File: src/rtl/dmac_pkg.sv
// Shared types and defaults for the scaled bipolar stochastic MAC datapath.
package dmac_pkg;

  typedef enum logic [1:0] {
    IDLE = 2'd0,
    LOAD = 2'd1,
    ACC  = 2'd2,
    DONE = 2'd3
  } state_t;

  localparam int N_IN_DEF     = 16;
  localparam int WIN_LOG2_DEF = 8;
  localparam int OUT_W_DEF    = 8;

  // Accumulator width: window length times the widest per-cycle popcount.
  function automatic int acc_w(input int n_in, input int win_log2);
    return win_log2 + $clog2(n_in + 1);
  endfunction

endpackage

File: src/rtl/dmac_popcount.sv
// Combinational ones counter over N_IN bits, built as a recursive binary adder tree.
module dmac_popcount #(
  parameter int N_IN  = 16,
  parameter int CNT_W = $clog2(N_IN + 1)
) (
  input  logic [N_IN-1:0]  bits,
  output logic [CNT_W-1:0] count
);

  generate
    if (N_IN == 1) begin : g_leaf
      assign count = bits;
    end else begin : g_split
      localparam int HALF = N_IN / 2;
      localparam int HW   = $clog2(HALF + 1);

      logic [HW-1:0] cnt_lo;
      logic [HW-1:0] cnt_hi;

      dmac_popcount #(.N_IN(HALF)) u_lo (
        .bits  (bits[HALF-1:0]),
        .count (cnt_lo)
      );

      dmac_popcount #(.N_IN(HALF)) u_hi (
        .bits  (bits[N_IN-1:HALF]),
        .count (cnt_hi)
      );

      assign count = CNT_W'(cnt_lo) + CNT_W'(cnt_hi);
    end
  endgenerate

endmodule

File: src/rtl/dmac_bi_scaled_acc.sv
// Window sequencer and popcount accumulator behind the bipolar multiplier array;
// emits the raw ones count and its saturated, scaled bipolar code per Sobol period.
//
// state | meaning
// IDLE  | waiting for start
// LOAD  | one-cycle operand load strobe, accumulator/counter cleared
// ACC   | Sobol advancing, popcount accumulated for 2^WIN_LOG2 cycles
// DONE  | result registered, oValid pulse; start here chains the next window
module dmac_bi_scaled_acc
  import dmac_pkg::*;
#(
  parameter int N_IN     = N_IN_DEF,
  parameter int WIN_LOG2 = WIN_LOG2_DEF,
  parameter int OUT_W    = OUT_W_DEF,
  localparam int ACC_W   = acc_w(N_IN, WIN_LOG2)
) (
  input  logic             clk,
  input  logic             rst,
  input  logic             start,
  input  logic [N_IN-1:0]  iProd,
  output logic             load,
  output logic             seqEn,
  output logic             busy,
  output logic             oValid,
  output logic [ACC_W-1:0] oSum,
  output logic [OUT_W-1:0] oC
);

  localparam int CNT_W = $clog2(N_IN + 1);
  localparam int SHIFT = $clog2(N_IN);
  localparam logic [ACC_W-1:0] OC_MAX = ACC_W'((1 << OUT_W) - 1);

  state_t              state;
  logic [CNT_W-1:0]    pop;
  logic [ACC_W-1:0]    acc;
  logic [ACC_W-1:0]    acc_next;
  logic [ACC_W-1:0]    scaled;
  logic [OUT_W-1:0]    oc_next;
  logic [WIN_LOG2-1:0] cnt;

  dmac_popcount #(.N_IN(N_IN)) u_popcount (
    .bits  (iProd),
    .count (pop)
  );

  // The last ACC cycle's bits are folded into the result directly, not via acc.
  assign acc_next = acc + ACC_W'(pop);
  assign scaled   = acc_next >> SHIFT;
  assign oc_next  = (scaled > OC_MAX) ? OC_MAX[OUT_W-1:0] : scaled[OUT_W-1:0];

  always_ff @(posedge clk) begin
    if (rst) begin
      state  <= IDLE;
      acc    <= '0;
      cnt    <= '0;
      load   <= 1'b0;
      seqEn  <= 1'b0;
      busy   <= 1'b0;
      oValid <= 1'b0;
      oSum   <= '0;
      oC     <= '0;
    end else begin
      load   <= 1'b0;
      oValid <= 1'b0;
      case (state)
        IDLE: begin
          if (start) begin
            state <= LOAD;
            load  <= 1'b1;
            busy  <= 1'b1;
          end
        end
        LOAD: begin
          state <= ACC;
          acc   <= '0;
          cnt   <= '0;
          seqEn <= 1'b1;
        end
        ACC: begin
          acc <= acc_next;
          cnt <= cnt + 1'b1;
          if (cnt == '1) begin
            state  <= DONE;
            seqEn  <= 1'b0;
            busy   <= 1'b0;
            oValid <= 1'b1;
            oSum   <= acc_next;
            oC     <= oc_next;
          end
        end
        DONE: begin
          if (start) begin
            state <= LOAD;
            load  <= 1'b1;
            busy  <= 1'b1;
          end else begin
            state <= IDLE;
          end
        end
        default: state <= IDLE;
      endcase
    end
  end

endmodule

File: config.mk
export PLATFORM = sky130hd
export DESIGN_NAME = dmac_bi_scaled_acc
export DESIGN_NICKNAME = d
export VERILOG_FILES = /design/src/rtl/dmac_pkg.sv /design/src/rtl/dmac_popcount.sv /design/src/rtl/dmac_bi_scaled_acc.sv
export SDC_FILE = /design/constraint.sdc
export NUM_CORES = 1
export LEC_CHECK = 0
export BUFFER_PORTS_ARGS = -buffer_cell sky130_fd_sc_hd__clkbuf_2
export CORE_ASPECT_RATIO = 1.5
export CORE_MARGIN = 2
export CORE_UTILIZATION = 51
export CTS_CLUSTER_SIZE = 28
export DETAILED_ROUTE_END_ITERATION = 12
export PLACE_DENSITY = 0.84
export SKIP_CTS_REPAIR_TIMING = 1
export SYNTH_ARGS = -nofsm -noshare
export SYNTH_HDL_FRONTEND = slang
export SYNTH_SLANG_ARGS = --single-unit
export TNS_END_PERCENT = 50
File: constraint.sdc
create_clock -name clk -period 4.4 [get_ports clk]
set_clock_uncertainty 0.1 [all_clocks]
set_input_delay 0.22 -clock clk [delete_from_list [all_inputs] [get_ports clk]]
set_output_delay 0.22 -clock clk [all_outputs]
set_load 0.005 [all_outputs]
## After elaboration in Yosys (flattened, before gate mapping)

Index checks and enable logic that the tools add are counted.

| operators by class | value |
|---|---|
| bitwise operators | 2 |
| eq/ne operators | 7 |
| $add $sub $neg | 17 |
| order comparisons | 1 |
| mux-type cells | 13 |
| reduce and logical (&&, ||, !) cells | 10 |

Operator list:

| kind | number |
|---|---|
| case mux 13 bit (2 select lines) | 1 |
| adder 1 x 1 -> 2 bit | 8 |
| case mux 8 bit (2 select lines) | 1 |
| adder 13 x 5 -> 13 bit | 1 |
| adder 2 x 2 -> 3 bit | 4 |
| greater-than comparator 9 x 8 -> 1 bit (second input constant) | 1 |
| adder 3 x 3 -> 4 bit | 2 |
| adder 8 x 1 -> 8 bit (second input constant) | 1 |
| equality test 8 bit (second input constant) | 1 |
| 2-to-1 mux 8 bit | 1 |
| case mux 2 bit (4 select lines) | 1 |
| AND reduction 2 bit | 3 |
| OR reduction 2 bit | 3 |
| adder 4 x 4 -> 5 bit | 1 |
| 2-to-1 mux 1 bit | 5 |
| equality test 2 bit (second input constant) | 2 |
| 2-to-1 mux 2 bit | 2 |
| inequality test 2 bit (second input constant) | 2 |
| case mux 1 bit (2 select lines) | 2 |
| nonzero test 2 bit | 2 |
| AND reduction 3 bit | 1 |
| equality test 2 x 1 -> 1 bit (second input constant) | 1 |
| logical NOT 2 bit | 1 |
| inequality test 2 x 1 -> 1 bit (second input constant) | 1 |
| inverter 1 bit | 2 |

| storage, ports and cells | value |
|---|---|
| logic and storage cells | 59 |
| output and inout port bits | 25 |
| bits in registers | 48 |
| bits of input ports | 19 |

## Logic depth before layout (Yosys ltp)

| depth | value |
|---|---|
| word-level depth | 7 |
| gate-level depth with buffers | 14 |
| gate-level depth less buffers | 14 |

## Modules after synthesis

A second synthesis with hierarchy kept.

| second synthesis, totals | value |
|---|---|
| cell total of the unflattened synthesis | 369 |
| area total of the unflattened synthesis | 3,246.9 um2 |

By module, submodules not included:

| module | area an instance (um2) | cells an instance | seq. area each (um2) | times used |
|---|---|---|---|---|
| dmac_bi_scaled_acc | 2,494.9 | 277 | 960.9 | 1 |
| dmac_popcount at u_popcount.g_split.u_hi.g_split.u_hi ... | 51.3 | 7 | 0.0 | 4 |
| dmac_popcount at u_popcount.g_split.u_hi ... | 95.1 | 12 | 0.0 | 2 |
| dmac_popcount at u_popcount | 136.4 | 16 | 0.0 | 1 |
| dmac_popcount at u_popcount.g_split.u_hi.g_split.u_hi.g_split.u_hi.g_split.u_hi ... | 7.5 | 1 | 0.0 | 16 |
| dmac_popcount at u_popcount.g_split.u_hi.g_split.u_hi.g_split.u_hi ... | 12.5 | 1 | 0.0 | 8 |

## Least setup slack after synthesis

No wires, ideal clock.

| timing path | value |
|---|---|
| path type | input-to-reg |
| from | input iProd[0] |
| to | register acc[8] |
| library setup time | 128 ps |
| setup slack | 49 ps |
| stages | 13 |
| required time | 4,172 ps |
| data arrival time | 4,124 ps |
| buffers on the path | 0 |
| path through | fa_1 inv_1 fa_1 fa_1 fa_1 inv_1 fa_1 fa_1 a211o_1 a21o_1 a211oi_2 a2bb2oi_1 nor2_1 |

| on the way | value |
|---|---|
| word-level cells in the longest chain between the ends | 6 |

RTL lines:

| what | line | RTL |
|---|---|---|
| start: declaration | dmac_bi_scaled_acc.sv:20 | `input logic [N_IN-1:0] iProd,` |
| adder 1 x 1 -> 2 bit | dmac_popcount.sv:30 | `assign count = CNT_W'(cnt_lo) + CNT_W'(cnt_hi);` |
| adder 2 x 2 -> 3 bit | dmac_popcount.sv:30 |  |
| adder 3 x 3 -> 4 bit | dmac_popcount.sv:30 |  |
| adder 4 x 4 -> 5 bit | dmac_popcount.sv:30 |  |
| adder 13 x 5 -> 13 bit | dmac_bi_scaled_acc.sv:47 | `assign acc_next = acc + ACC_W'(pop);` |
| case mux 13 bit (2 select lines) | dmac_bi_scaled_acc.sv:65 | `case (state)` |
| end signal: assignment | dmac_bi_scaled_acc.sv:80 | `acc <= acc_next;` |
| end: declaration | dmac_bi_scaled_acc.sv:35 | `logic [ACC_W-1:0] acc;` |

Every way passes these cells.
A chain may end at the register's enable or synchronous reset.

## Worst setup path after layout

| timing path | value |
|---|---|
| from | input iProd[0] |
| to | register oC[7] |

| on the way | value |
|---|---|
| word-level cells in the longest chain between the ends | 7 |

RTL lines:

| what | line | RTL |
|---|---|---|
| adder 1 x 1 -> 2 bit (*) | dmac_popcount.sv:30 |  |
| adder 2 x 2 -> 3 bit (*) | dmac_popcount.sv:30 |  |
| adder 3 x 3 -> 4 bit (*) | dmac_popcount.sv:30 |  |
| adder 4 x 4 -> 5 bit (*) | dmac_popcount.sv:30 |  |
| adder 13 x 5 -> 13 bit (*) | dmac_bi_scaled_acc.sv:47 |  |
| greater-than comparator 9 x 8 -> 1 bit | dmac_bi_scaled_acc.sv:49 | `assign oc_next = (scaled > OC_MAX) ? OC_MAX[OUT_W-1:0] : scaled[OUT_W-1:0];` |
| 2-to-1 mux 8 bit (*) | dmac_bi_scaled_acc.sv:49 |  |
| end signal: assignment | dmac_bi_scaled_acc.sv:88 | `oC <= oc_next;` |
| end: declaration | dmac_bi_scaled_acc.sv:26 | `output logic [OUT_W-1:0] oC` |

Mark *: on every way between the ends. The rest lies on a longest branch, timed or not.

==> impl_results.md <==
* Hold path depth at 3
* Slew HR at 0.307
* Worst hold path endpoint: state[0]
* Comb pwr share at 0.446
* DRC Markers at 0
* Final worst-path cycle share at 0.967
* Leak at between 1 and 1.5 nW
* DR vias/cell at 5.52
* Worst skew pair latency at 0.30 ns
* Die area at 5970 sq um
* Worst hold slack at 0.0674 ns
* Final hold viol count at 0
* Crit Path Class: in -> reg
* Max H-tree Level at 2
* Gpl congestion at 0.844
* Setup crit end kind: flop
* FF+latch count, synth at 48
* Largest area contributor in the netlist: dfxtp_1
* Internal Power at 910 uW
* Post-Place Cells at 414
* Hold_sp: start
* Worst VDD drop at 0.410 mV
* Seq pwr share at 0.320
* CTS buffer count at 5
* Core area at 5160 sq um
* Detailed Routing Iterations Pass 1 at 7
* Final core utilization at 0.611
* Worst r2r src: acc[0]
* Wire per inst at 13.3 um
* RR Endpoint: oC[7]
* Max Fanout on Critical Path at 6
* Layout cells sized above 1 at 0.220
* Clock buffer depth at 2
* Synth Instances at around 310
* Total Routing Usage GR at 0.202
* Overflow after GRT at 0
* ANT cells at 0
* Pre-CTS WS at -0.187 ns
* Final Setup Violations at 0
* R2r setup slk at a little under 0.3 ns
* Post-Layout Cell Count at 422
* Sw Ratio at 0.388
* Area share of the largest cell type after synthesis at 0.351
* Clock Sinks at 48
* Reg2Reg Depth at 11
* Io pins at 44
* Worst min-delay path class: in -> reg
* Netlist Area Pre-Place at 2730 sq um
* Minimum clock period at 4.25 ns
* Largest net degree at the start of global routing at 51
* Yosys Warn Count at 0
* Final worst slack at 0.145 ns
* Max capacitance violation total at 0
* Design Power at 1.49 mW
* PwrDens at 471 nW/um^2
* Sw Pwr at 577 uW
* Area Growth Syn to Fin at 15.5%
* Register area share after synthesis at 0.351
* CP required at 4.51 ns
* Routed Antenna Nets at 0
* Dpl hpwl at 4.08 mm
* CTS Root Cell: clkbuf_8
* F_max at 235 MHz
* Startpoint Class: input port
* Starting Density at 0.529
* Vias at 2329
* Final Net Count at approximately 400
* Status: finished clean
* CTS tree: yes
* Tightest Pin Transition at 1.04 ns
* Row count at 32
* Unique masters post-synth at 46
* WL final at ~5.6 mm
* Synth top area cells: dfxtp_1 35%, fa_1 8.8%, ha_1 5.9%
* Syn Nets at about 360
* Die height at 93.7 um
* IO buf count at between 40 and 50
* Width of the die at approximately 64 um
* Arrival @ worst endpoint at 4.37 ns
* Initial antenna violation count at 0
* Max Slew Vio Count at 0
* First-pass GRT wire length at between 9 and 10 mm
* Syn_area_per_cell at around 8.8 sq um
* Initial drt markers at 110
* Clock power share at 0.234
* Clock slew at reported path FFs at 0.09 ns
* Vias in the first global route at 2231
## metrics by stage
stage | setup TNS, ns | cell area [sq um]
floorplan | 0 | 2730
global placement | -1.18 | 3010
detailed placement | -2.24 | 3010
CTS | 0 | 3140
global route | -0.0601 | 3160
finish | 0 | 3160
## power by group through the flow
stage | registers (mW) | clock network [mW] | logic [mW]
2_1_floorplan | 0.484 | 0 | 0.466
3_3_place_gp | 0.485 | 0 | 0.610
3_5_place_dp | 0.486 | 0 | 0.627
4_1_cts | 0.476 | 0.351 | 0.632
5_1_grt | 0.479 | 0.371 | 0.735
6_report | 0.476 | 0.349 | 0.663
## cells in the final DEF, fill, tap and decap left out, drive strengths merged, types with 4 or more instances in the layout
cell and n:
a211oi 13, a311oi 5, inv 30, o211a 4, dfxtp 48, nand2 27, nor3 13, o21ai 8
ha 13, a22oi 6, nor2 43, nand3 7, clkbuf 50, fa 12, buf 5, a21oi 25
a2bb2oi 6
## cells in the mapped netlist (all sizes together)
master,instances
a21oi,25
fa,12
o21a,3
buf,7
xnor2,3
and2,3
o311ai,1
clkbuf,7
a22oi,6
a21o,3
nor2,43
ha,13
a311oi,5
nand4,3
nand2,27
nor4,3
o211a,4
nor3b,2
o21ai,8
nor3,13
o211ai,3
or3,2
and3,1
o21bai,1
mux2i,1
a211o,2
xor2,2
inv,30
dfxtp,48
clkinv,1
nand3,7
o31a,1
a2bb2oi,6
nand2b,3
a211oi,13
## flip-flops by register name (all words and copies together), names as in the netlist
register and cells:
cnt 8, oC 8, load 1, oSum 13, acc 13, seqEn 1, state 2, oValid 1
busy 1
## per-layer routing
layer,part of all wire,up-vias,GRT usage
li1,-,1164,-
met3,0.034,10,0.0264
met2,0.54,67,0.374
met5,0,-,0
met1,0.40,1088,0.223
met4,0.023,0,0.0960
## cell families after synthesis
family | count (synthesis) | share of synthesized area
simple gates | 107 | 0.188
compound gates | 81 | 0.230
mux | 1 | 0.00366
flops | 48 | 0.351
buf+inv | 45 | 0.0641
fa+ha+maj | 25 | 0.147
xor+xnor | 5 | 0.0160
## worst max path at each step
stage          startpoint  endpoint  slack, ns  depth (start not counted)
3_3_place_gp     iProd[0]     oC[1]       -0.1                         14
5_1_grt          iProd[0]     oC[0]      -0.06                         14
3_5_place_dp     iProd[0]     oC[1]      -0.19                         14
6_report         iProd[0]     oC[7]       0.15                         13
4_1_cts          iProd[0]     oC[1]       0.13                         14
2_1_floorplan    iProd[0]    acc[8]       0.05                         13
## worst max-delay path: stages
cell and delay (ns):
clkbuf_2 0.09, fa_1 0.52, inv_1 0.05, fa_1 0.54, fa_1 0.44, fa_1 0.50
inv_1 0.06, fa_1 0.40, fa_1 0.43, a211o_4 0.39, a211o_1 0.30, o211a_4 0.19
a311oi_2 0.23
## cell type report
| cell class | instances | area (sq um) |
|---|---|---|
| well taps | 68 | 85.1 |
| clock inverters | 1 | 30.0 |
| repair buffers | 48 | 253 |
| multi-input cells | 219 | 1620 |
| inverters | 31 | 116 |
| clock buffers | 7 | 96.3 |
| fillers | 447 | 2010 |
| flip-flops and latches | 48 | 961 |
No activity file was read; power rests on OpenSTA's default activity.
